[config.mk]
export PLATFORM = sky130hd
export DESIGN_NAME = uart_rx_vote_sampler
export DESIGN_NICKNAME = d
export VERILOG_FILES = /design/src/rtl/uart_rx_vote_sampler.sv
export SDC_FILE = /design/constraint.sdc
export NUM_CORES = 1
export LEC_CHECK = 0
export BUFFER_PORTS_ARGS = -buffer_cell sky130_fd_sc_hd__buf_4
export CORE_MARGIN = 1
export CORE_UTILIZATION = 25
export DETAILED_ROUTE_END_ITERATION = 8
export RECOVER_POWER = 100
export SYNTH_ARGS = -nofsm -noshare
export SYNTH_HDL_FRONTEND = slang
export SYNTH_SLANG_ARGS = --single-unit
[constraint.sdc]
create_clock -name CLK -period 6 [get_ports CLK]
set_input_delay 1.2 -clock CLK [delete_from_list [all_inputs] [get_ports CLK]]
set_output_delay 1.2 -clock CLK [all_outputs]
set_load 0.02 [all_outputs]
[src/rtl/uart_rx_vote_sampler.sv]
// Mid-bit majority-vote sampler for the UART receiver with its own oversampling edge counter.
// Latency: sample_valid/bit_done are registered, one cycle after the deciding/last edge.
// Backpressure: none; the line cannot be stalled, samp_en low simply idles the counter.
module uart_rx_vote_sampler #(
    parameter int PRESCALE_W = 6,
    parameter int VOTES      = 3
) (
    input  logic                  CLK,
    input  logic                  RST,
    input  logic                  RX_IN,
    input  logic                  samp_en,
    input  logic                  bit_sync,
    input  logic [PRESCALE_W-1:0] Prescale,
    output logic                  sampled_bit,
    output logic                  sample_valid,
    output logic                  noise_err,
    output logic                  bit_done,
    output logic [PRESCALE_W-1:0] edge_cnt,
    output logic                  cfg_err
);

    localparam int ACC_W = (VOTES > 1) ? $clog2(VOTES + 1) : 1;
    localparam logic [PRESCALE_W-1:0] P_MIN  = PRESCALE_W'(VOTES + 1);
    localparam logic [PRESCALE_W-1:0] P_MAX  = PRESCALE_W'((1 << PRESCALE_W) - 2);
    localparam logic [PRESCALE_W-1:0] HALF_W = PRESCALE_W'((VOTES - 1) / 2);
    localparam logic [ACC_W-1:0]      HALF_A = ACC_W'((VOTES - 1) / 2);
    localparam logic [ACC_W-1:0]      ALL_A  = ACC_W'(VOTES);

    // A ratio is usable only if it is even and leaves room for the whole vote window.
    function automatic logic is_legal(input logic [PRESCALE_W-1:0] p);
        return (p[0] == 1'b0) && (p >= P_MIN) && (p <= P_MAX);
    endfunction

    logic [PRESCALE_W-1:0] cnt_q, cnt_d;
    logic [PRESCALE_W-1:0] p_q, p_d;
    logic                  en_q;
    logic [ACC_W-1:0]      acc_q, acc_d;
    logic                  bit_q, bit_d;
    logic                  noise_q, noise_d;
    logic                  valid_q, valid_d;
    logic                  done_q, done_d;
    logic                  cfg_q, cfg_d;

    logic                  rise;
    logic [PRESCALE_W-1:0] p_cur;
    logic                  legal_cur;
    logic                  wrap;
    logic [PRESCALE_W-1:0] centre;
    logic [PRESCALE_W-1:0] win_lo;
    logic [PRESCALE_W-1:0] win_hi;
    logic                  in_win;
    logic [ACC_W-1:0]      total;

    // Window geometry and vote arithmetic for the current edge; on the enable edge the
    // freshly presented ratio is used so a window starting at cnt 0 is not missed.
    always_comb begin
        rise      = samp_en & ~en_q;
        p_cur     = rise ? Prescale : p_q;
        legal_cur = is_legal(p_cur);
        wrap      = (cnt_q == (p_cur - PRESCALE_W'(1)));
        centre    = (p_cur >> 1) - PRESCALE_W'(1);
        win_lo    = centre - HALF_W;
        win_hi    = centre + HALF_W;
        in_win    = (cnt_q >= win_lo) && (cnt_q <= win_hi);
        total     = acc_q + ACC_W'(RX_IN);
    end

    // Next-state: counter, ratio latch, accumulator and decision.
    always_comb begin
        cnt_d   = cnt_q;
        p_d     = p_q;
        acc_d   = acc_q;
        bit_d   = bit_q;
        noise_d = noise_q;
        valid_d = 1'b0;
        done_d  = 1'b0;
        cfg_d   = cfg_q;
        if (!samp_en) begin
            cnt_d = '0;
            acc_d = '0;
        end else if (bit_sync) begin
            // Realignment wins over increment, wrap and any decision due this edge.
            cnt_d = '0;
            acc_d = '0;
            p_d   = Prescale;
            cfg_d = ~is_legal(Prescale);
        end else begin
            cnt_d  = wrap ? '0 : cnt_q + PRESCALE_W'(1);
            done_d = wrap;
            if (rise || wrap) begin
                p_d   = Prescale;
                cfg_d = ~is_legal(Prescale);
            end
            if (legal_cur && in_win) begin
                if (cnt_q == win_hi) begin
                    bit_d   = (total > HALF_A);
                    noise_d = (VOTES > 1) && (total != '0) && (total != ALL_A);
                    valid_d = 1'b1;
                    acc_d   = '0;
                end else begin
                    acc_d = total;
                end
            end
        end
    end

    // State registers, cleared asynchronously so no strobe survives a reset.
    always_ff @(posedge CLK or negedge RST) begin
        if (!RST) begin
            cnt_q   <= '0;
            p_q     <= '0;
            en_q    <= 1'b0;
            acc_q   <= '0;
            bit_q   <= 1'b0;
            noise_q <= 1'b0;
            valid_q <= 1'b0;
            done_q  <= 1'b0;
            cfg_q   <= 1'b0;
        end else begin
            cnt_q   <= cnt_d;
            p_q     <= p_d;
            en_q    <= samp_en;
            acc_q   <= acc_d;
            bit_q   <= bit_d;
            noise_q <= noise_d;
            valid_q <= valid_d;
            done_q  <= done_d;
            cfg_q   <= cfg_d;
        end
    end

    assign sampled_bit  = bit_q;
    assign sample_valid = valid_q;
    assign noise_err    = noise_q;
    assign bit_done     = done_q;
    assign edge_cnt     = cnt_q;
    assign cfg_err      = cfg_q;

endmodule

==> flow_metrics.py, run 1 <==
metrics = {
    "grt": {
        "grt_pass1_wl_um": 6975,
        "grt_max_degree": 21,
        "track_usage_pct": 12.17,
        "antenna_found_initial": 0,
        "grt_pass1_vias": 1490,
        "grt_overflow": 0,
    },
    "critical_path": {
        "critPathKind": "in2reg",
        "slowest_stage": "or4_1",
        "critPathMaxFanout": 18,
        "required_ns": 6.14,
        "max_stage_delay_ns": 0.62,
        "arrival_ns": 4.71,
        "start_kind": "input port",
        "crit_chain": "clkbuf_1 -> nor2b_4 -> mux2i_1 -> xnor2_1 -> ha_1 -> a21oi_1 -> o21ai_0 -> o2111ai_4 -> or4_1 -> mux2_1",
        "end_kind": "flop",
    },
    "power_and_ir_drop": {
        "power_uw": 471.6,
        "p_per_area_nw_per_um2": 241.0,
        "clkPwrFrac_pct": 29.4,
        "p_sw_share_pct": 34.96,
        "sequentialPowerShare_pct": 34.7,
        "power_frac_comb_pct": 35.9,
        "peakVddDrop_mv": 0.07276,
        "p_leak_uw": 0.0008324,
        "p_switching_uw": 164.9,
        "intPower_uw": 306.8,
    },
    "routing": {
        "post_drt_wl_per_cell_um": 14.14,
        "ant_nets": 0,
        "routed_wl_um": 4101,
        "viasPerCell": 5.079,
        "drtPass1Iterations": 4,
        "vias": 1473,
        "drtIter0Drc": 62,
        "post-route-drc-count": 0,
    },
    "timing": {
        "setup_viol_count_final": 0,
        "tns_ns": 0,
        "clock_skew_ns": 0.009743,
        "max_slew_margin_pct": 23.30,
        "fin_crit_ns": 4.561,
        "post-route-period-util_pct": 76.02,
        "max_freq_ghz": 0.2192,
        "hold_violations": 0,
        "finalHoldWorstSlack_ns": 0.5216,
        "grt_setup_unrepaired": "false",
        "slew_viol_final": 0,
        "worst_pin_slew_ns": 1.150,
    },
    "die": {
        "core_um2": 6756,
        "rows": 30,
        "die_h_um": 85.56,
        "die_area_um2": 7320,
        "die_w_um": 85.56,
        "ios": 22,
        "initial_core_util_pct": 25.83,
    },
    "cts": {
        "clock_sinks": 20,
        "cts_post_setup_buffers_inserted": 0,
        "cts_tree": "done",
        "htreeDepth": 1,
        "ctsHoldBuffers": 0,
        "clk_path_buf_depth": 2,
        "path_clk_slew_ns": 0.08,
        "cts_inserted_buffers": 3,
        "cts_resized": 0,
        "cts-root-buf": "clkbuf_8",
        "clk_latency_ns": 0.27,
    },
    "placement": {
        "io_buffers": 21,
        "dp_hpwl_um": 3159,
        "gp_congestion": 0.8240,
        "postPlaceCellArea_um2": 1954,
    },
    "logic_synthesis": {
        "async_reset_ff_share_pct": 100.0,
        "synth_area_leaders": "dfrtp_1 (29%), ha_1 (10%), xnor2_1 (5.0%)",
        "synth_edf_count": 0,
        "ys_seq_area_share_pct": 28.67,
        "synth_nets": 217,
        "synth_top_flop_cell": "dfrtp_1",
        "avgSynthCellArea_um2": 9.091,
        "yosys-top-cells-count": "nor2_1 (22), dfrtp_1 (20), nand2_1 (19)",
        "synthesis.area_um2": 1745,
        "yosysMostFrequentCell": "nor2_1",
        "yosysTopAreaCell": "dfrtp_1",
        "synth_cell_types": 50,
        "yosys_warnings": 0,
        "yosys_register_bits": 20,
        "yosysTopAreaCellShare_pct": 28.67,
        "synthCells": 192,
    },
    "flow_run": {
        "cap_violations": 0,
    },
    "hold_path": {
        "hold_path_class": "reg2reg",
    },
    "layout": {
        "drive_above_1_share_pct": 11.90,
        "final_area_um2": 1957,
        "fill_cells": 729,
        "area_delta_synth_final_pct": 12.11,
        "nNetsFinal": 236,
        "fin_util_pct": 28.96,
        "antenna_cells": 0,
    },
    "status": {
        "run_status": "finished clean",
    },
}
==> routing by layer <==
layer | up-vias | track usage (%) | routed length, um
li1 | 731 | - | -
met1 | 710 | 15.71 | 1928
met2 | 26 | 20.58 | 2029
met3 | 6 | 1.444 | 63
met4 | 0 | 5.152 | 79
met5 | - | 0 | 0
==> critical path: cells and delay by family <==
kind,cells,cell delay (ns)
buf+inv,1,0.48
compound gates,3,0.51
mux,2,0.94
fa+ha+maj,1,0.29
xor+xnor,1,0.13
simple gates,2,1.14
==> final cells by class <==
type                            count  area [um^2]  share of cell area, %
Sequential cell                    20        500.5                  25.58
Multi-Input combinational cell    154         1131                  57.80
Tap cell                           80        100.1                  5.115
Inverter                           10        37.54                  1.918
Clock inverter                      1        30.03                  1.535
Timing Repair Buffer               22        116.4                  5.946
Clock buffer                        3        41.29                  2.110
==> state kept, by name, summed over array words and instances (netlist names) <==
name and cells:
acc_q 2, bit_done 1, cfg_err 1, p_q 6, sample_valid 1, noise_err 1
sampled_bit 1, edge_cnt 6, en_q 1
==> placed cells by master, fill, tap and decap left out, drive strengths merged, types with 5 or more instances in the layout <==
| cell type | count |
|---|---|
| nand4 | 7 |
| ha | 14 |
| nor2 | 23 |
| nand3 | 5 |
| mux2 | 6 |
| nand2 | 20 |
| clkbuf | 16 |
| xnor2 | 10 |
| dfrtp | 20 |
| inv | 10 |
| o21ai | 5 |
| mux2i | 7 |
| o211ai | 7 |
| buf | 9 |
| a21oi | 6 |
==> cell families after synthesis <==
kind of cell               Yosys count  synth area share, %
buffers and inverters               18                5.376
xor gates and xnor gates            14                7.025
and+or+nand+nor                     70                20.36
adders and majority gates           14                10.04
muxes                               13                10.47
other                                1               0.2148
AOI/OAI and AO/OA                   42                17.85
DFF                                 20                28.67
==> power by group through the flow <==
stage          clock [uW]  sequential [uW]  combinational (uW)
2_1_floorplan           0              165                 134
3_3_place_gp            0              166                 172
3_5_place_dp            0              167                 175
4_1_cts               144              164                 176
5_1_grt               151              166                 191
6_report              139              163                 170
==> through the flow <==
| step | std cells | setup slack, ns |
|---|---|---|
| global placement | 286 | 1.732 |
| floorplan | 192 | 2.101 |
| CTS | 290 | 1.973 |
| global route | 290 | 1.123 |
| detailed placement | 286 | 1.687 |
| finish | 290 | 1.439 |
==> worst paths after layout <==
kind                        startpoint     endpoint  slack [ns]  depth (start not counted)
setup / recovery               samp_en  sampled_bit        1.44                         10
hold / removal             sampled_bit  sampled_bit        0.52                          1
setup reg to reg                  en_q  sampled_bit        2.58                          9
hold reg to reg            sampled_bit  sampled_bit        0.52                          1
max in group asynchronous          RST  edge_cnt[4]        4.18                          1
min in group asynchronous          RST  edge_cnt[1]        1.14                          1
Power figures use the tool's default switching activity.
==> inputs of run 2 (changes only) <==
- clock period: 6 -> 3.8 ns (I/O delays scaled with it)
==> flow_metrics.py, run 2 (synthesized netlist as in run 1, its figures left out) <==
metrics = {
    "cts": {
        "clock_sinks": 20,
        "cts_inserted_buffers": 3,
        "cts_tree": "done",
        "clk_latency_ns": 0.26,
        "path_clk_slew_ns": 0.07,
        "cts_post_setup_buffers_inserted": 0,
        "clk_path_buf_depth": 2,
        "ctsHoldBuffers": 0,
        "cts-root-buf": "clkbuf_8",
        "htreeDepth": 1,
        "cts_resized": 0,
    },
    "critical_path": {
        "critPathKind": "in2reg",
        "critPathMaxFanout": 7,
        "arrival_ns": 3.56,
        "crit_chain": "clkbuf_4 -> nor2b_4 -> buf_4 -> mux2i_1 -> xor2_1 -> ha_1 -> nor3_1 -> o21ai_0 -> o2111ai_4 -> or4_1 -> mux2_1",
        "start_kind": "input port",
        "end_kind": "flop",
        "slowest_stage": "or4_1",
        "required_ns": 3.95,
        "max_stage_delay_ns": 0.61,
    },
    "grt": {
        "track_usage_pct": 11.75,
        "antenna_found_initial": 0,
        "grt_pass1_vias": 1414,
        "grt_overflow": 0,
        "grt_pass1_wl_um": 6720,
        "grt_max_degree": 21,
    },
    "routing": {
        "post_drt_wl_per_cell_um": 13.71,
        "drtIter0Drc": 59,
        "post-route-drc-count": 0,
        "drtPass1Iterations": 4,
        "ant_nets": 0,
        "vias": 1475,
        "viasPerCell": 5.051,
        "routed_wl_um": 4004,
    },
    "placement": {
        "dp_cells": 289,
        "gp_congestion": 0.7919,
        "postPlaceCellArea_um2": 1977,
        "dp_hpwl_um": 3046,
        "io_buffers": 21,
    },
    "die": {
        "die_w_um": 85.56,
        "die_area_um2": 7320,
        "rows": 30,
        "core_um2": 6756,
        "ios": 22,
        "initial_core_util_pct": 25.83,
        "die_h_um": 85.56,
    },
    "power_and_ir_drop": {
        "p_switching_uw": 251.5,
        "peakVddDrop_mv": 0.1140,
        "p_leak_uw": 0.0008322,
        "clkPwrFrac_pct": 21.1,
        "p_sw_share_pct": 37.54,
        "p_per_area_nw_per_um2": 343.7,
        "sequentialPowerShare_pct": 38.5,
        "intPower_uw": 418.5,
        "power_frac_comb_pct": 40.4,
    },
    "timing": {
        "tns_ns": 0,
        "setup_viol_count_final": 0,
        "post-route-period-util_pct": 89.89,
        "fin_crit_ns": 3.416,
        "grt_setup_unrepaired": "false",
        "worst_pin_slew_ns": 1.113,
        "max_slew_margin_pct": 25.77,
        "hold_violations": 0,
        "slew_viol_final": 0,
        "clock_skew_ns": 0.002341,
        "max_freq_ghz": 0.2928,
    },
    "layout": {
        "finalNonFillerCells": 292,
        "nNetsFinal": 239,
        "layout_common_cells": "nor2_1 (22), dfrtp_1 (20), nand2_1 (19), ha_1 (14), clkbuf_1 (13)",
        "drive_above_1_share_pct": 12.74,
        "antenna_cells": 0,
        "area_delta_synth_final_pct": 11.68,
        "final_common_cell": "nor2_1",
        "final_area_um2": 1949,
    },
    "flow_run": {
        "cap_violations": 0,
    },
    "hold_path": {
        "hold_path_class": "reg2reg",
    },
    "status": {
        "run_status": "finished clean",
    },
}
[run 2: cell types whose count changed in the layout (fill, tap and decap cells not counted), sizes merged]
cell    delta
clkbuf     +1
bufinv     -1
buf        +2
[run 2: path summary, 6_finish.rpt]
kind	slack, ns	endpoint	cells past startpoint	from
worst max register to register	0.60	sampled_bit	10	en_q
min in group asynchronous	0.69	sampled_bit	1	RST
max in group asynchronous	2.45	p_q[4]	1	RST
worst max-delay path	0.38	sampled_bit	11	samp_en
worst min register to register	0.52	sampled_bit	1	sampled_bit
worst min-delay path	0.52	sampled_bit	1	sampled_bit
[run 2: power by group through the flow]
| stage | combinational (uW) | sequential (uW) | clock (uW) |
|---|---|---|---|
| final | 271 | 258 | 141 |
| after global routing | 302 | 261 | 159 |
| after CTS | 282 | 258 | 149 |
| after detailed placement | 281 | 262 | 0 |
| after global placement | 276 | 261 | 0 |
| after floorplan | 212 | 261 | 0 |
[run 2: layout make-up]
class / count / area [um^2]
Fill cell: 746 / 4807
Multi-Input combinational cell: 154 / 1131
Sequential cell: 20 / 500.5
Timing Repair Buffer: 25 / 138.9
Tap cell: 80 / 100.1
Clock buffer: 3 / 41.29
Inverter: 10 / 37.54
[run 2: metal layers]
layer | track usage [%] | part of all wire, %
met5 | 0 | 0
met4 | 6.061 | 1.7
met3 | 1.444 | 1.8
met2 | 19.56 | 49
met1 | 14.98 | 47
[run 2: worst max-delay path, delay by kind of cell]
family	cells	cell delay [ns]
xor+xnor	1	0.20
compound gates	2	0.33
mux	2	0.86
buf+inv	2	0.33
fa+ha+maj	1	0.18
simple gates	3	0.90
[run 2: metrics by stage]
step	util [%]	hold slack (ns)	setup WS, ns	total power, uW
global placement	29.26	0.5107	0.2825	537.8
finish	28.85	0.5243	0.3843	670.0
global route	28.85	0.5378	0.2287	722.0
CTS	29.87	0.3746	0.5120	688.5
floorplan	-	0.4644	0.3413	472.8
detailed placement	29.26	0.5027	0.2333	542.7
==> inputs of run 3 (changes only) <==
- ABC_AREA: default -> 1
==> flow_metrics.py, run 3 <==
metrics = {
    "layout": {
        "final_area_um2": 1882,
        "regArea_um2": 500.5,
        "multi_input_area_um2": 998.5,
        "drive_above_1_share_pct": 16.93,
        "layout_common_cells": "nand2_1 (62), inv_1 (26), nor2_1 (25), nand3_1 (22), dfrtp_1 (20)",
        "fill_cells": 712,
        "nNetsFinal": 280,
        "area_delta_synth_final_pct": 9.781,
        "final_common_cell": "nand2_1",
        "antenna_cells": 0,
    },
    "hold_path": {
        "worstHoldPathCells": 2,
        "min_to": "noise_err",
        "worstHoldStart": "noise_err",
        "hold_path_class": "reg2reg",
    },
    "cts": {
        "cts_tree": "done",
        "clk_path_buf_depth": 2,
        "path_clk_slew_ns": 0.08,
        "ctsHoldBuffers": 0,
        "clock_sinks": 20,
        "htreeDepth": 1,
        "cts_resized": 0,
        "cts-root-buf": "clkbuf_8",
        "cts_post_setup_buffers_inserted": 0,
        "clk_latency_ns": 0.27,
        "cts_inserted_buffers": 3,
    },
    "grt": {
        "track_usage_pct": 12.17,
        "grt_pass1_wl_um": 7065,
        "antenna_found_initial": 0,
        "grt_pass1_vias": 1490,
        "grt_max_degree": 21,
        "grt_overflow": 0,
    },
    "logic_synthesis": {
        "yosysTopAreaCellShare_pct": 29.20,
        "yosys_warnings": 0,
        "synthCells": 231,
        "synth_top_flop_cell": "dfrtp_1",
        "yosys-top-cells-count": "nand2_1 (55), inv_1 (26), nor2_1 (23)",
        "synth_cell_types": 31,
        "synth_edf_count": 0,
        "yosysMostFrequentCell": "nand2_1",
        "synth_area_leaders": "dfrtp_1 (29%), nand2_1 (12%), ha_1 (10%)",
        "synthesis.area_um2": 1714,
        "ys_seq_area_share_pct": 29.20,
        "yosys_register_bits": 20,
        "yosysTopAreaCell": "dfrtp_1",
        "synth_nets": 256,
        "avgSynthCellArea_um2": 7.421,
        "async_reset_ff_share_pct": 100.0,
    },
    "timing": {
        "slew_viol_final": 0,
        "worst_pin_slew_ns": 1.135,
        "max_slew_margin_pct": 24.30,
        "max_freq_ghz": 0.3395,
        "hold_violations": 0,
        "tns_ns": 0,
        "clock_skew_ns": 0.01009,
        "setup_viol_count_final": 0,
        "fin_crit_ns": 2.945,
        "post-route-period-util_pct": 77.51,
        "layout_setup_ws_ns": 0.8546,
        "grt_setup_unrepaired": "false",
    },
    "flow_run": {
        "cap_violations": 0,
    },
    "routing": {
        "ant_nets": 0,
        "post_drt_wl_per_cell_um": 12.10,
        "viasPerCell": 4.541,
        "post-route-drc-count": 0,
        "vias": 1503,
        "routed_wl_um": 4005,
        "drtPass1Iterations": 6,
        "drtIter0Drc": 52,
    },
    "power_and_ir_drop": {
        "peakVddDrop_mv": 0.1465,
        "p_per_area_nw_per_um2": 317.1,
        "p_leak_uw": 0.0009800,
        "power_uw": 596.7,
    },
    "critical_path": {
        "arrival_ns": 3.13,
        "start_kind": "input port",
        "cp_top_family": "simple AND/OR/NAND/NOR gates",
        "critPathMaxFanout": 18,
        "r2r_cells": 18,
        "crit_top_cell": "nand2_1",
        "regToRegStartpoint": "en_q",
        "rr_endpoint": "sampled_bit",
        "r2r_setup_slack_ns": 1.03,
        "crit_chain": "buf_4 -> nand2_1 -> nand2_1 -> nand2_1 -> nor2_1 -> nand2_1 -> nor2_1 -> xor2_1 -> ha_1 -> nand2_1 -> inv_1 -> o211ai_1 -> o2111ai_1 -> nand3_1 -> clkinv_1 -> nand2_1 -> nand2_1 -> o21ai_0",
        "critPathKind": "in2reg",
        "path_buf_inv": 3,
        "required_ns": 3.99,
        "slowest_stage": "nand2_1",
        "max_stage_delay_ns": 0.26,
        "end_kind": "flop",
    },
    "die": {
        "ios": 22,
        "core_um2": 6495,
        "die_w_um": 84.81,
        "initial_core_util_pct": 26.39,
        "die_area_um2": 7192,
        "rows": 29,
        "die_h_um": 84.81,
    },
    "placement": {
        "io_buffers": 21,
        "postPlaceCellArea_um2": 1946,
        "gp_congestion": 0.8651,
        "pre_cts_ws_ns": 0.7392,
        "dp_hpwl_um": 3122,
    },
    "status": {
        "run_status": "finished clean",
    },
}
## run 3: cell types whose count changed after synthesis, sizes merged, moves of 6 or more
cell    before  now
inv         10   30
xnor2       10    4
mux2i        7    0
nand2       20   80
mux2         6    0
nand3        5   24
o211ai       7    1
## run 3: cell families (layout without fill, tap and decap cells)
group           after synthesis  after routing  share of synthesized area [%]
xor+xnor                      9              9                          4.598
flops                        20             20                          29.20
simple gates                140            140                          42.48
compound gates               14             14                          5.037
buf+inv                      33             56                          8.248
other cells                   1              1                         0.2188
fa+ha+maj                    14             14                          10.22
## run 3: cell type report
cell class / instances / area share (%)
inverters: 31 / 6.317
well taps: 77 / 5.120
repair buffers: 21 / 5.984
clock buffers: 4 / 2.926
multi-input cells: 178 / 53.06
flip-flops and latches: 20 / 26.60
## run 3: per-layer routing
layer / GRT usage, % / share of wire, %
met2: 20.62 / 47
met1: 16.43 / 50
met3: 1.180 / 2.2
met5: 0 / 0
met4: 3.544 / 1.1
## run 3: how the worst max path moves through the flow
stage	start	end	slack, ns	cells after the start
floorplan	samp_en	noise_err	1.16	18
global placement	samp_en	acc_q[0]	0.81	17
detailed placement	samp_en	acc_q[0]	0.74	17
CTS	samp_en	acc_q[0]	1.01	17
global route	samp_en	sampled_bit	0.51	18
finish	samp_en	sampled_bit	0.85	18
## run 3: tightest hold or removal path, delay by kind of cell (launching register included)
family / cells / cell delay [ns]
DFF: 1 / 0.35
and+or+nand+nor: 1 / 0.05
AOI/OAI and AO/OA: 1 / 0.06
## run 3: power breakdown
group / total [uW] / internal [uW] / switching [uW]
registers: 235 / 224 / 11.3
logic: 183 / 64.1 / 119
clock network: 178 / 92.6 / 85.8
## run 3: stage by stage
step / hold WS [ns] / std cells / util [%]
4_1_cts: 0.3752 / 331 / 30.80
3_3_place_gp: 0.4760 / 327 / 29.96
5_1_grt: 0.5093 / 331 / 28.97
2_1_floorplan: 0.4547 / 231 / -
6_report: 0.4874 / 331 / 28.97
3_5_place_dp: 0.4756 / 327 / 29.96
